**config.mk**
```make
export PLATFORM = sky130hd
export DESIGN_NAME = normalizer_seq
export DESIGN_NICKNAME = d
export VERILOG_FILES = /design/src/rtl/normalizer_pkg.sv /design/src/rtl/norm_detect.sv /design/src/rtl/normalizer_seq.sv
export SDC_FILE = /design/constraint.sdc
export NUM_CORES = 1
export LEC_CHECK = 0
export BUFFER_PORTS_ARGS = -buffer_cell sky130_fd_sc_hd__clkbuf_2
export CAP_MARGIN = 20
export CORE_MARGIN = 4
export CORE_UTILIZATION = 54
export CTS_BUF_LIST = sky130_fd_sc_hd__clkbuf_16
export DETAILED_ROUTE_END_ITERATION = 8
export PLACE_DENSITY = 0.8
export RECOVER_POWER = 25
export SLEW_MARGIN = 20
export SYNTH_ARGS = -nofsm -noshare
export SYNTH_HDL_FRONTEND = slang
export SYNTH_SLANG_ARGS = --single-unit
```
**constraint.sdc**
```tcl
create_clock -name clock -period 2.81 [get_ports clock]
set_clock_uncertainty 0.1 [all_clocks]
set_input_delay 0 -clock clock [delete_from_list [all_inputs] [get_ports clock]]
set_output_delay 0 -clock clock [all_outputs]
set_load 0.01 [all_outputs]
```
**src/rtl/normalizer_pkg.sv**
```systemverilog
// Shared types and constants for the iterative left-normalizer.
package normalizer_pkg;

  typedef enum logic [1:0] {
    IDLE  = 2'd0,
    SHIFT = 2'd1,
    DONE  = 2'd2
  } state_e;

  localparam logic MODE_UNSIGNED = 1'b0;
  localparam logic MODE_SIGNED   = 1'b1;

  localparam int COUNT_W = 6;

  // Counts reported when the operand has no significant bits at all.
  localparam logic [COUNT_W-1:0] ZERO_CNT_UNSIGNED = 6'd32;
  localparam logic [COUNT_W-1:0] ZERO_CNT_SIGNED   = 6'd31;

  localparam logic [2:0] STEP_ONE  = 3'd1;
  localparam logic [2:0] STEP_FOUR = 3'd4;

endpackage

```
**src/rtl/norm_detect.sv**
```systemverilog
// Combinational termination / zero / step-size decode for the normalizer.
module norm_detect
  import normalizer_pkg::*;
#(
  parameter int WIDTH = 32
) (
  input  logic [WIDTH-1:0] value_i,
  input  logic             mode_i,
  input  logic             step4_en_i,
  output logic             terminate_o,
  output logic             is_zero_o,
  output logic [2:0]       step_o
);

  logic room4;

  always_comb begin
    terminate_o = 1'b0;
    is_zero_o   = 1'b0;
    room4       = 1'b0;
    if (mode_i == MODE_UNSIGNED) begin
      terminate_o = value_i[WIDTH-1];
      is_zero_o   = (value_i == '0);
      room4       = (value_i[WIDTH-1 -: 4] == 4'b0000);
    end else begin
      terminate_o = value_i[WIDTH-1] ^ value_i[WIDTH-2];
      is_zero_o   = (value_i == '0) || (value_i == '1);
      // Five equal top bits: sign plus at least four redundant copies.
      room4       = (value_i[WIDTH-1 -: 5] == 5'b00000) ||
                    (value_i[WIDTH-1 -: 5] == 5'b11111);
    end
    step_o = (step4_en_i && room4) ? STEP_FOUR : STEP_ONE;
  end

endmodule

```
**src/rtl/normalizer_seq.sv**
```systemverilog
// Iterative left-normalizer: returns the normalizing left-shift count and shifted word.
// Define NORM_STEP4_EN to shift four bits per cycle while four remain; results are unchanged.
module normalizer_seq
  import normalizer_pkg::*;
#(
  parameter int WIDTH = 32
) (
  input  logic               clock,
  input  logic               reset_n,
  input  logic               start,
  input  logic               mode,
  input  logic [WIDTH-1:0]   value_in,
  output logic [WIDTH-1:0]   result,
  output logic [COUNT_W-1:0] count,
  output logic               zero,
  output logic               busy,
  output logic               done
);

  state_e             state_q, state_d;
  logic [WIDTH-1:0]   value_q, value_d;
  logic [COUNT_W-1:0] count_q, count_d;
  logic               mode_q, mode_d;
  logic               zero_q, zero_d;
  logic               terminate, is_zero, step4_en;
  logic [2:0]         step;

`ifdef NORM_STEP4_EN
  assign step4_en = 1'b1;
`else
  assign step4_en = 1'b0;
`endif

  norm_detect #(.WIDTH(WIDTH)) u_detect (
    .value_i     (value_q),
    .mode_i      (mode_q),
    .step4_en_i  (step4_en),
    .terminate_o (terminate),
    .is_zero_o   (is_zero),
    .step_o      (step)
  );

  always_ff @(posedge clock) begin
    if (!reset_n) begin
      state_q <= IDLE;
    end else begin
      state_q <= state_d;
    end
  end

  always_comb begin
    state_d = state_q;
    case (state_q)
      IDLE:    if (start) state_d = SHIFT;
      SHIFT:   if (is_zero || terminate) state_d = DONE;
      DONE:    state_d = IDLE;
      default: state_d = IDLE;
    endcase
  end

  always_comb begin
    busy = (state_q != IDLE);
    done = (state_q == DONE);
  end

  always_comb begin
    value_d = value_q;
    count_d = count_q;
    mode_d  = mode_q;
    zero_d  = zero_q;
    case (state_q)
      IDLE: begin
        if (start) begin
          value_d = value_in;
          mode_d  = mode;
          count_d = '0;
          zero_d  = 1'b0;
        end
      end
      SHIFT: begin
        if (is_zero) begin
          // Unsigned zero stays zero; signed all-ones leaves only the sign bit.
          zero_d  = 1'b1;
          count_d = (mode_q == MODE_SIGNED) ? ZERO_CNT_SIGNED : ZERO_CNT_UNSIGNED;
          value_d = value_q << (WIDTH-1);
        end else if (!terminate) begin
          value_d = value_q << step;
          count_d = count_q + COUNT_W'(step);
        end
      end
      default: ;
    endcase
  end

  always_ff @(posedge clock) begin
    if (!reset_n) begin
      value_q <= '0;
      count_q <= '0;
      mode_q  <= 1'b0;
      zero_q  <= 1'b0;
    end else begin
      value_q <= value_d;
      count_q <= count_d;
      mode_q  <= mode_d;
      zero_q  <= zero_d;
    end
  end

  assign result = value_q;
  assign count  = count_q;
  assign zero   = zero_q;

endmodule

```
==> impl_metrics.yaml, run 1 <==
outcome:
  outcome: "finished clean"
global_routing:
  maximum_number_of_pins_on_one_net_before_global_route_repair: 43
  antenna_violations_before_repair: 0
  grt_pass1_vias: 2404
  grt_first_pass_wirelength_mm: 11.8
  grt_overflow_total: 0
  grt.total_usage_pct: 27.3
logic_synthesis:
  ys.warnings.count: 0
  synth.distinct_cells: 40
  ys_seq_elements: 42
  post_synth.cell_area_avg_um2: 8.32
  postSynth.asyncResetShare_pct: 0
  syn-instance-count: 283
  synthesis.area_um2: 2350
  synth.net_count: 322
  synth_ff_type: "sky130_fd_sc_hd__dfxtp_1"
  synth-edff-count: 0
  proportion_of_synthesized_chip_area_in_sequential_cells_pct: 35.7
final_layout:
  layout-drive-gt1-share_pct: 25.0
  layout.cells.most_common: "sky130_fd_sc_hd__clkbuf_2"
  insertedDiodeCount: 0
  num-nets-final: 423
  most_frequent_cells_in_the_layout: "sky130_fd_sc_hd__clkbuf_2, sky130_fd_sc_hd__dfxtp_1, sky130_fd_sc_hd__nand2_1, sky130_fd_sc_hd__dlygate4sd3_1, sky130_fd_sc_hd__a2bb2oi_1"
  layout-area-overhead-vs-synth_pct: 35.7
  fillerInstances: 291
power:
  cellInternalPower_mw: 1.19
  switching_share_pct: 32.9
  power.net_switching_mw: 0.582
  clock_power_share_pct: 30.2
  power.density_cell_area_nw_per_um2: 554
  power_frac_comb_pct: 26.8
  ir_worst_vdd_v: 0.000330
  power.sequential.fraction_pct: 43.1
  power.static_leakage_nw: 1.32
hold_path:
  min_path_type: "in2reg"
  startpoint_of_the_lowest_slack_hold_path: "start"
drt:
  initialDrtViolationCount: 387
  detail_route.wirelength.met1_mm: 2.89
  post_drt_wl_per_cell_um: 16.6
  route.antenna.remaining_nets: 0
  top_layer: "met4"
  detailroute.wirelength.met2_mm: 3.70
  drt_wl_total_mm: 7.20
  drc: 0
  post_drt_via_cell_ratio: 5.93
  detail_route.first_pass.iterations: 4
  dr_wl_met3_um: 526
  detailroute.via_count: 2574
clocking:
  cts_buffer_depth: 2
  cts.repair_timing.setup_buffer_count: 0
  reg_clk_slew_reported_paths_ns: 0.06
  htree_num_levels: 2
  clock_tree.root_cell: "sky130_fd_sc_hd__clkbuf_16"
  clock_latency_ns: 0.28
  tritoncts_num_sinks: 42
  cts_resized: 0
  cts-buffers-inserted: 5
  cts_tree: "built"
setup_path:
  cp_data_required_time_ns: 2.88
  critical_path_peak_fanout: 23
  critPathArrivalTime_ns: 2.54
  crit-reg2reg-launch: "result[31]"
  cp-startpoint: "result[31]"
  setup.worst_path.start_class: "register"
  timing.critical_path.to_type: "register"
  criticalPathCategory: "reg2reg"
placement:
  detailedPlace.worstSlack_ns: 0.363
  place_hpwl_mm: 4.51
  place_congestion: 0.900
  buffer_ports.inserted: 76
die:
  initial_core_util_pct: 57.2
  die_height_um: 74.0
  cell_rows: 23
  io_pins: 77
  die_x_um: 74.0
  fp.coreArea_um2: 4120
  die_area_um2: 5480
sta:
  worst_relative_slew_slack_pct: 51.7
  tightestPinTransition_ns: 0.724
  max_freq_ghz: 0.405
  final_min_period_over_clock_period_pct: 87.8
  setup_ws_ns: 0.342
  slew_viol_final: 0
  setup_viol: 0
  min_period_ns: 2.47
  setup_repair_after_global_routing_missed_its_margin: "no"
  number_of_hold_violations_in_the_final_report: 0
  timing.setup.tns_ns: 0
job:
  max_cap_viol_count: 0
-- logic make-up (layout without fill, tap and decap cells) --
kind of cell / count (synthesis) / after routing / share of synthesized area (%)
AOI/OAI and AO/OA: 121 / 121 / 35.9
xor gates and xnor gates: 1 / 1 / 0.372
adders and majority gates: 3 / 3 / 1.59
buffers and inverters: 29 / 130 / 6.85
DFF: 42 / 42 / 35.7
muxes: 3 / 3 / 1.38
and+or+nand+nor: 84 / 84 / 18.2
-- metrics by stage --
step	power [mW]	util (%)	std cells	area, um2	hold WS [ns]
after CTS	1.77	78.3	434	3220	0.0127
final	1.77	77.7	434	3200	0.0435
after global routing	1.86	77.7	434	3200	0.102
after floorplan	1.04	-	283	2350	0.0398
after global placement	1.19	66.5	392	2740	0.154
after detailed placement	1.20	66.5	392	2740	0.169
-- final cells by class --
| class | count | area (um2) | share of cell area, % |
|---|---|---|---|
| multi-input combinational | 212 | 1370 | 42.8 |
| timing repair buffer | 119 | 778 | 24.4 |
| inverter | 4 | 15.0 | 0.470 |
| clock inverter | 2 | 7.51 | 0.235 |
| tap | 50 | 62.6 | 1.96 |
| sequential | 42 | 841 | 26.3 |
| clock buffer | 5 | 125 | 3.92 |
-- path summary, 6_finish.rpt --
check	depth (start not counted)	slack, ns	endpoint
hold / removal	4	0.04	mode_q
hold reg to reg	2	0.41	zero
setup reg to reg	8	0.34	count[0]
setup / recovery	8	0.34	count[0]
-- per-layer routing --
metal | up-vias | track usage [%]
li1 | 1249 | -
met1 | 1209 | 34.1
met2 | 107 | 47.4
met3 | 9 | 5.68
met4 | 0 | 7.65
met5 | - | 0
-- synthesized netlist by cell type, types with 7 or more instances --
master / count / share of area [%]
sky130_fd_sc_hd__a2bb2oi_1: 30 / 11
sky130_fd_sc_hd__dfxtp_1: 42 / 36
sky130_fd_sc_hd__nand4_1: 9 / 2.4
sky130_fd_sc_hd__o21ai_1: 20 / 4.3
sky130_fd_sc_hd__buf_4: 7 / 2.2
sky130_fd_sc_hd__clkbuf_1: 11 / 1.8
sky130_fd_sc_hd__nand3_1: 8 / 1.7
sky130_fd_sc_hd__o21ai_0: 17 / 3.6
sky130_fd_sc_hd__a21oi_1: 18 / 3.8
sky130_fd_sc_hd__nor4_1: 7 / 1.9
sky130_fd_sc_hd__nand2_1: 40 / 6.4
sky130_fd_sc_hd__a21oi_2: 20 / 7.4
-- worst max-delay path: stages, from the launching register on --
cell and delay, ns:
sky130_fd_sc_hd__dfxtp_1 0.41, sky130_fd_sc_hd__ha_1 0.18, sky130_fd_sc_hd__nand4_1 0.09, sky130_fd_sc_hd__nor4_1 0.35, sky130_fd_sc_hd__nand2_1 0.24, sky130_fd_sc_hd__a41oi_4 0.33
sky130_fd_sc_hd__buf_4 0.30, sky130_fd_sc_hd__nor2b_1 0.08, sky130_fd_sc_hd__o31a_1 0.28
-- power by group through the flow --
| stage | registers, mW | logic, mW | clock network [mW] |
|---|---|---|---|
| CTS | 0.758 | 0.471 | 0.537 |
| finish | 0.763 | 0.474 | 0.534 |
| global placement | 0.769 | 0.421 | 0 |
| floorplan | 0.772 | 0.271 | 0 |
| detailed placement | 0.770 | 0.431 | 0 |
| global route | 0.772 | 0.519 | 0.567 |
-- state kept, by name, summed over array words and instances (netlist names) --
name     count
mode_q       1
zero         1
count        6
state_q      2
result      32
-- timing repair --
action,4_1_cts,5_1_grt
endpoints found under the hold margin,33,0
setup endpoints to repair,0,0
hold buffers,35,0
(Power assumes the default switching activity.)
==> run 2, diff against run 1 <==
CORE_ASPECT_RATIO = 1.75   (was unset)
GPL_TIMING_DRIVEN = 0   (was unset)
==> run 2 against run 1 <==
Against the previous run: register-to-register slack got worse by 0.03 ns; critical path depth unchanged; largest cell class unchanged; non-clock buffer count increased by 19; flip-flop and latch count unchanged.
==> impl_metrics.yaml, run 2 (synthesized netlist as in run 1, its figures left out) <==
clocking:
  tritoncts_num_sinks: 42
  clock_latency_ns: 0.29
  reg_clk_slew_reported_paths_ns: 0.06
  cts.repair_timing.setup_buffer_count: 0
  htree_num_levels: 2
  cts_buffer_depth: 2
  cts-buffers-inserted: 5
  cts_tree: "built"
  clock_tree.root_cell: "sky130_fd_sc_hd__clkbuf_16"
drt:
  drt_wl_total_mm: 7.67
  route.antenna.remaining_nets: 0
  detailroute.via_count: 2753
  post_drt_wl_per_cell_um: 17.0
  detail_route.first_pass.iterations: 4
  post_drt_via_cell_ratio: 6.09
  drc: 0
  initialDrtViolationCount: 145
placement:
  detailedPlace.worstSlack_ns: 0.337
  place_hpwl_mm: 5.08
  buffer_ports.inserted: 76
  place_congestion: 0.900
sta:
  slew_viol_final: 0
  setup_repair_after_global_routing_missed_its_margin: "no"
  final_min_period_over_clock_period_pct: 88.9
  setup_viol: 0
  number_of_hold_violations_in_the_final_report: 0
  tightestPinTransition_ns: 0.508
  setup_ws_ns: 0.312
  max_freq_ghz: 0.400
  min_period_ns: 2.50
  worst_relative_slew_slack_pct: 65.2
  timing.setup.tns_ns: 0
setup_path:
  critical_path.max_stage_delay_ns: 0.45
  cp_data_required_time_ns: 2.88
  timing.critical_path.cells: "ha_1 -> nand4_1 -> nor4_1 -> nand2_1 -> a41oi_2 -> buf_6 -> buf_2 -> a21oi_1"
  timing.critical_path.to_type: "register"
  setup.worst_path.start_class: "register"
  path_buf_inv: 2
  timing.critical_path.slowest_stage_cell: "sky130_fd_sc_hd__nor4_1"
  critPathArrivalTime_ns: 2.56
  criticalPathCategory: "reg2reg"
  cp_top_family: "simple AND/OR/NAND/NOR gates"
  critical_path_peak_fanout: 10
final_layout:
  total_area_of_multi_input_combinational_cells_um2: 1350
  most_frequent_cells_in_the_layout: "sky130_fd_sc_hd__clkbuf_2, sky130_fd_sc_hd__dfxtp_1, sky130_fd_sc_hd__nand2_1, sky130_fd_sc_hd__dlygate4sd3_1, sky130_fd_sc_hd__clkbuf_1"
  layout-area-overhead-vs-synth_pct: 39.1
  seq_area_um2: 841
  layout.cells.most_common: "sky130_fd_sc_hd__clkbuf_2"
  num-nets-final: 442
  layout-drive-gt1-share_pct: 24.8
  largest_reg_flops: 32
  fillerInstances: 325
  insertedDiodeCount: 0
power:
  clock_power_share_pct: 30.1
  power_frac_comb_pct: 27.8
  power.density_cell_area_nw_per_um2: 547
  switching_share_pct: 33.2
  power.sequential.fraction_pct: 42.1
  cellInternalPower_mw: 1.20
  ir_worst_vdd_v: 0.000533
  power.static_leakage_nw: 1.37
  power.net_switching_mw: 0.595
die:
  initial_core_util_pct: 56.2
  die_area_um2: 5520
  fp.coreArea_um2: 4190
  die_x_um: 57.9
  die_height_um: 95.4
  cell_rows: 31
  io_pins: 77
job:
  max_cap_viol_count: 0
global_routing:
  grt_first_pass_wirelength_mm: 12.5
  antenna_violations_before_repair: 0
  maximum_number_of_pins_on_one_net_before_global_route_repair: 12
  grt.total_usage_pct: 29.0
  grt_pass1_vias: 2685
  grt_overflow_total: 0
outcome:
  outcome: "finished clean"
hold_path:
  min_path_type: "in2reg"
==> run 2: changes by cell type in the layout (fill, tap and decap cells not counted), sizes merged <==
| cell | previous run | this run |
|---|---|---|
| buf | 8 | 14 |
| dlygate4sd3 | 35 | 37 |
| clkbuf | 81 | 92 |
==> run 2: timing repair <==
action / in CTS / in global routing
hold endpoints to repair: 35 / 0
hold buffers: 37 / 0
gates resized for setup: 0 / 0
==> run 2: final timing paths <==
path              startpoint    endpoint  slack [ns]  depth (start not counted)
setup / recovery  result[31]  result[19]        0.31                          8
setup reg to reg  result[31]  result[19]        0.31                          8
hold reg to reg     count[5]    count[5]        0.41                          2
hold / removal         start        zero        0.08                          4
==> run 2: worst min-delay path: cells and delay by family <==
| kind | cells | cell delay (ns) |
|---|---|---|
| buf+inv | 2 | 0.20 |
| compound gates | 2 | 0.21 |
==> run 2: through the flow <==
stage / total power, mW / utilization [%] / cells / cell area (um2) / hold slack (ns)
finish: 1.79 / 78.2 / 452 / 3270 / 0.0828
global route: 1.87 / 78.2 / 452 / 3270 / 0.109
CTS: 1.78 / 78.8 / 452 / 3300 / 0.0655
detailed placement: 1.22 / 66.8 / 408 / 2800 / 0.159
global placement: 1.21 / 66.8 / 408 / 2800 / 0.149
floorplan: 1.04 / - / 283 / 2350 / 0.0398
==> run 2: layout make-up <==
type                            count  area share, %
Tap cell                           49           1.87
Sequential cell                    42           25.7
Clock buffer                        5           3.82
Multi-Input combinational cell    212           41.3
Buffer                             25           4.47
Clock inverter                      2          0.229
Inverter                            4          0.459
Timing Repair Buffer              113           22.2
==> run 2: layer usage <==
layer	part of all wire, %	vias up	global-route usage [%]
met2	53	132	51.2
met3	6.2	27	5.28
met1	38	1299	31.9
li1	-	1295	-
met5	0	-	0
met4	3.7	0	16.2
==> run 2: power by group through the flow <==
stage / logic, mW / registers [mW] / clock network (mW)
2_1_floorplan: 0.271 / 0.772 / 0
3_5_place_dp: 0.454 / 0.764 / 0
4_1_cts: 0.497 / 0.751 / 0.536
6_report: 0.497 / 0.755 / 0.540
5_1_grt: 0.542 / 0.765 / 0.559
3_3_place_gp: 0.445 / 0.763 / 0
==> run 3, diff against run 2 <==
MAX_ROUTING_LAYER = met4   (was unset)
clock period = 3 ns   (was 2.81 ns; I/O delays follow)
==> run 3 against run 2 <==
Against the previous run: combinational power decreased by 6.2%; count of clock-buffer cells in the layout stayed put; register-to-register slack improved by 0.18 ns; fmax shrank 0.50%; wire length decreased by 0.93%; final area is the same; flip-flop and latch count is the same; first-iteration DRC count fell by 12%; clock power shrank 7.2%; sequential share of layout area unchanged; setup slack better by 0.18 ns; highest routed layer unchanged.
==> impl_metrics.yaml, run 3 (synthesized netlist as in run 1, its figures left out) <==
outcome:
  outcome: "finished clean"
sta:
  slew_viol_final: 0
  setup_ws_ns: 0.489
  number_of_hold_violations_in_the_final_report: 0
  min_period_ns: 2.51
  timing.setup.tns_ns: 0
  worst_relative_slew_slack_pct: 65.1
  setup_repair_after_global_routing_missed_its_margin: "no"
  tightestPinTransition_ns: 0.509
  final_min_period_over_clock_period_pct: 83.7
  max_freq_ghz: 0.398
  hold-worst-slack_ns: 0.0841
  setup_viol: 0
global_routing:
  grt_overflow_total: 0
  grt_pass1_vias: 2681
  antenna_violations_before_repair: 0
  maximum_number_of_pins_on_one_net_before_global_route_repair: 12
  grt.total_usage_pct: 29.8
  grt_first_pass_wirelength_mm: 12.5
setup_path:
  timing.critical_path.slowest_stage_cell: "sky130_fd_sc_hd__nor4_1"
  criticalPathCategory: "reg2reg"
  critical_path.max_stage_delay_ns: 0.45
  timing.critical_path.to_type: "register"
  critPathArrivalTime_ns: 2.58
  setup.worst_path.start_class: "register"
  cp_top_family: "simple AND/OR/NAND/NOR gates"
  path_buf_inv: 2
  timing.critical_path.cells: "ha_1 -> nand4_1 -> nor4_1 -> nand2_1 -> nand2_1 -> buf_4 -> buf_4 -> a2bb2oi_1 -> a21oi_2"
  critical_path_peak_fanout: 10
  cp_data_required_time_ns: 3.06
drt:
  detail_route.first_pass.iterations: 4
  initialDrtViolationCount: 128
  post_drt_wl_per_cell_um: 16.8
  drt_wl_total_mm: 7.60
  detailroute.via_count: 2742
  drc: 0
  post_drt_via_cell_ratio: 6.07
  route.antenna.remaining_nets: 0
die:
  die_height_um: 95.4
  initial_core_util_pct: 56.2
  die_area_um2: 5520
  cell_rows: 31
  die_x_um: 57.9
  io_pins: 77
  fp.coreArea_um2: 4190
power:
  power_total_mw: 1.67
  power.density_cell_area_nw_per_um2: 511
  ir_worst_vdd_v: 0.000501
  power.static_leakage_nw: 1.37
clocking:
  htree_num_levels: 2
  cts-buffers-inserted: 5
  cts_tree: "built"
  cts.repair_timing.setup_buffer_count: 0
  reg_clk_slew_reported_paths_ns: 0.06
  cts_buffer_depth: 2
  clock_tree.root_cell: "sky130_fd_sc_hd__clkbuf_16"
  tritoncts_num_sinks: 42
  clock_latency_ns: 0.28
final_layout:
  largest_reg_flops: 32
  insertedDiodeCount: 0
  layout-area-overhead-vs-synth_pct: 39.1
  layout.cells.non_filler: 452
  layout-drive-gt1-share_pct: 24.8
  most_frequent_cells_in_the_layout: "sky130_fd_sc_hd__clkbuf_2, sky130_fd_sc_hd__dfxtp_1, sky130_fd_sc_hd__nand2_1, sky130_fd_sc_hd__dlygate4sd3_1, sky130_fd_sc_hd__clkbuf_1"
  num-nets-final: 442
  layout.cells.most_common: "sky130_fd_sc_hd__clkbuf_2"
placement:
  detailedPlace.worstSlack_ns: 0.527
  place_hpwl_mm: 5.08
  buffer_ports.inserted: 76
  place_inst: 408
  place_congestion: 0.916
hold_path:
  min_path_type: "in2reg"
job:
  max_cap_viol_count: 0
run 3: layer usage:
metal / global-route usage, % / vias to the layer above / share of wire, %
met2: 51.4 / 127 / 52
li1: - / 1292 / -
met3: 4.34 / 36 / 5.4
met1: 32.1 / 1287 / 38
met5: - / - / 0
met4: 16.2 / 0 / 4.6
run 3: metrics by stage:
| step | util (%) | instance area [um2] |
|---|---|---|
| floorplan | - | 2350 |
| global placement | 66.8 | 2800 |
| detailed placement | 66.8 | 2800 |
| CTS | 78.8 | 3300 |
| global route | 78.2 | 3270 |
| finish | 78.2 | 3270 |
run 3: area by class of cell:
cell class              instances  area [um2]
clock buffers                   5         125
fillers                       325         915
inverters                       4        15.0
clock inverters                 2        7.51
plain buffers                  25         146
repair buffers                113         726
well taps                      49        61.3
multi-input cells             212        1350
flip-flops and latches         42         841
run 3: worst paths after layout:
kind | from | endpoint | slack (ns) | depth (start not counted)
worst min register to register | zero | zero | 0.42 | 2
worst max-delay path | result[31] | result[17] | 0.49 | 9
worst max register to register | result[31] | result[17] | 0.49 | 9
worst min-delay path | start | zero | 0.08 | 4
run 3: what timing repair did:
| item | 4_1_cts | 5_1_grt |
|---|---|---|
| hold buffers | 37 | 0 |
| endpoints found under the hold margin | 35 | 0 |
| resized for setup | 0 | 0 |
run 3: tightest hold or removal path, cell delays in order:
cell and delay (ns):
sky130_fd_sc_hd__clkbuf_2 0.13, sky130_fd_sc_hd__inv_1 0.07, sky130_fd_sc_hd__o21ai_0 0.13, sky130_fd_sc_hd__a21boi_0 0.08
run 3: power by group:
part	total, mW	internal (mW)	leakage, nW	switching, mW
Combinational	0.466	0.202	0.947	0.264
Clock	0.501	0.297	0.0723	0.204
Sequential	0.707	0.621	0.347	0.0858
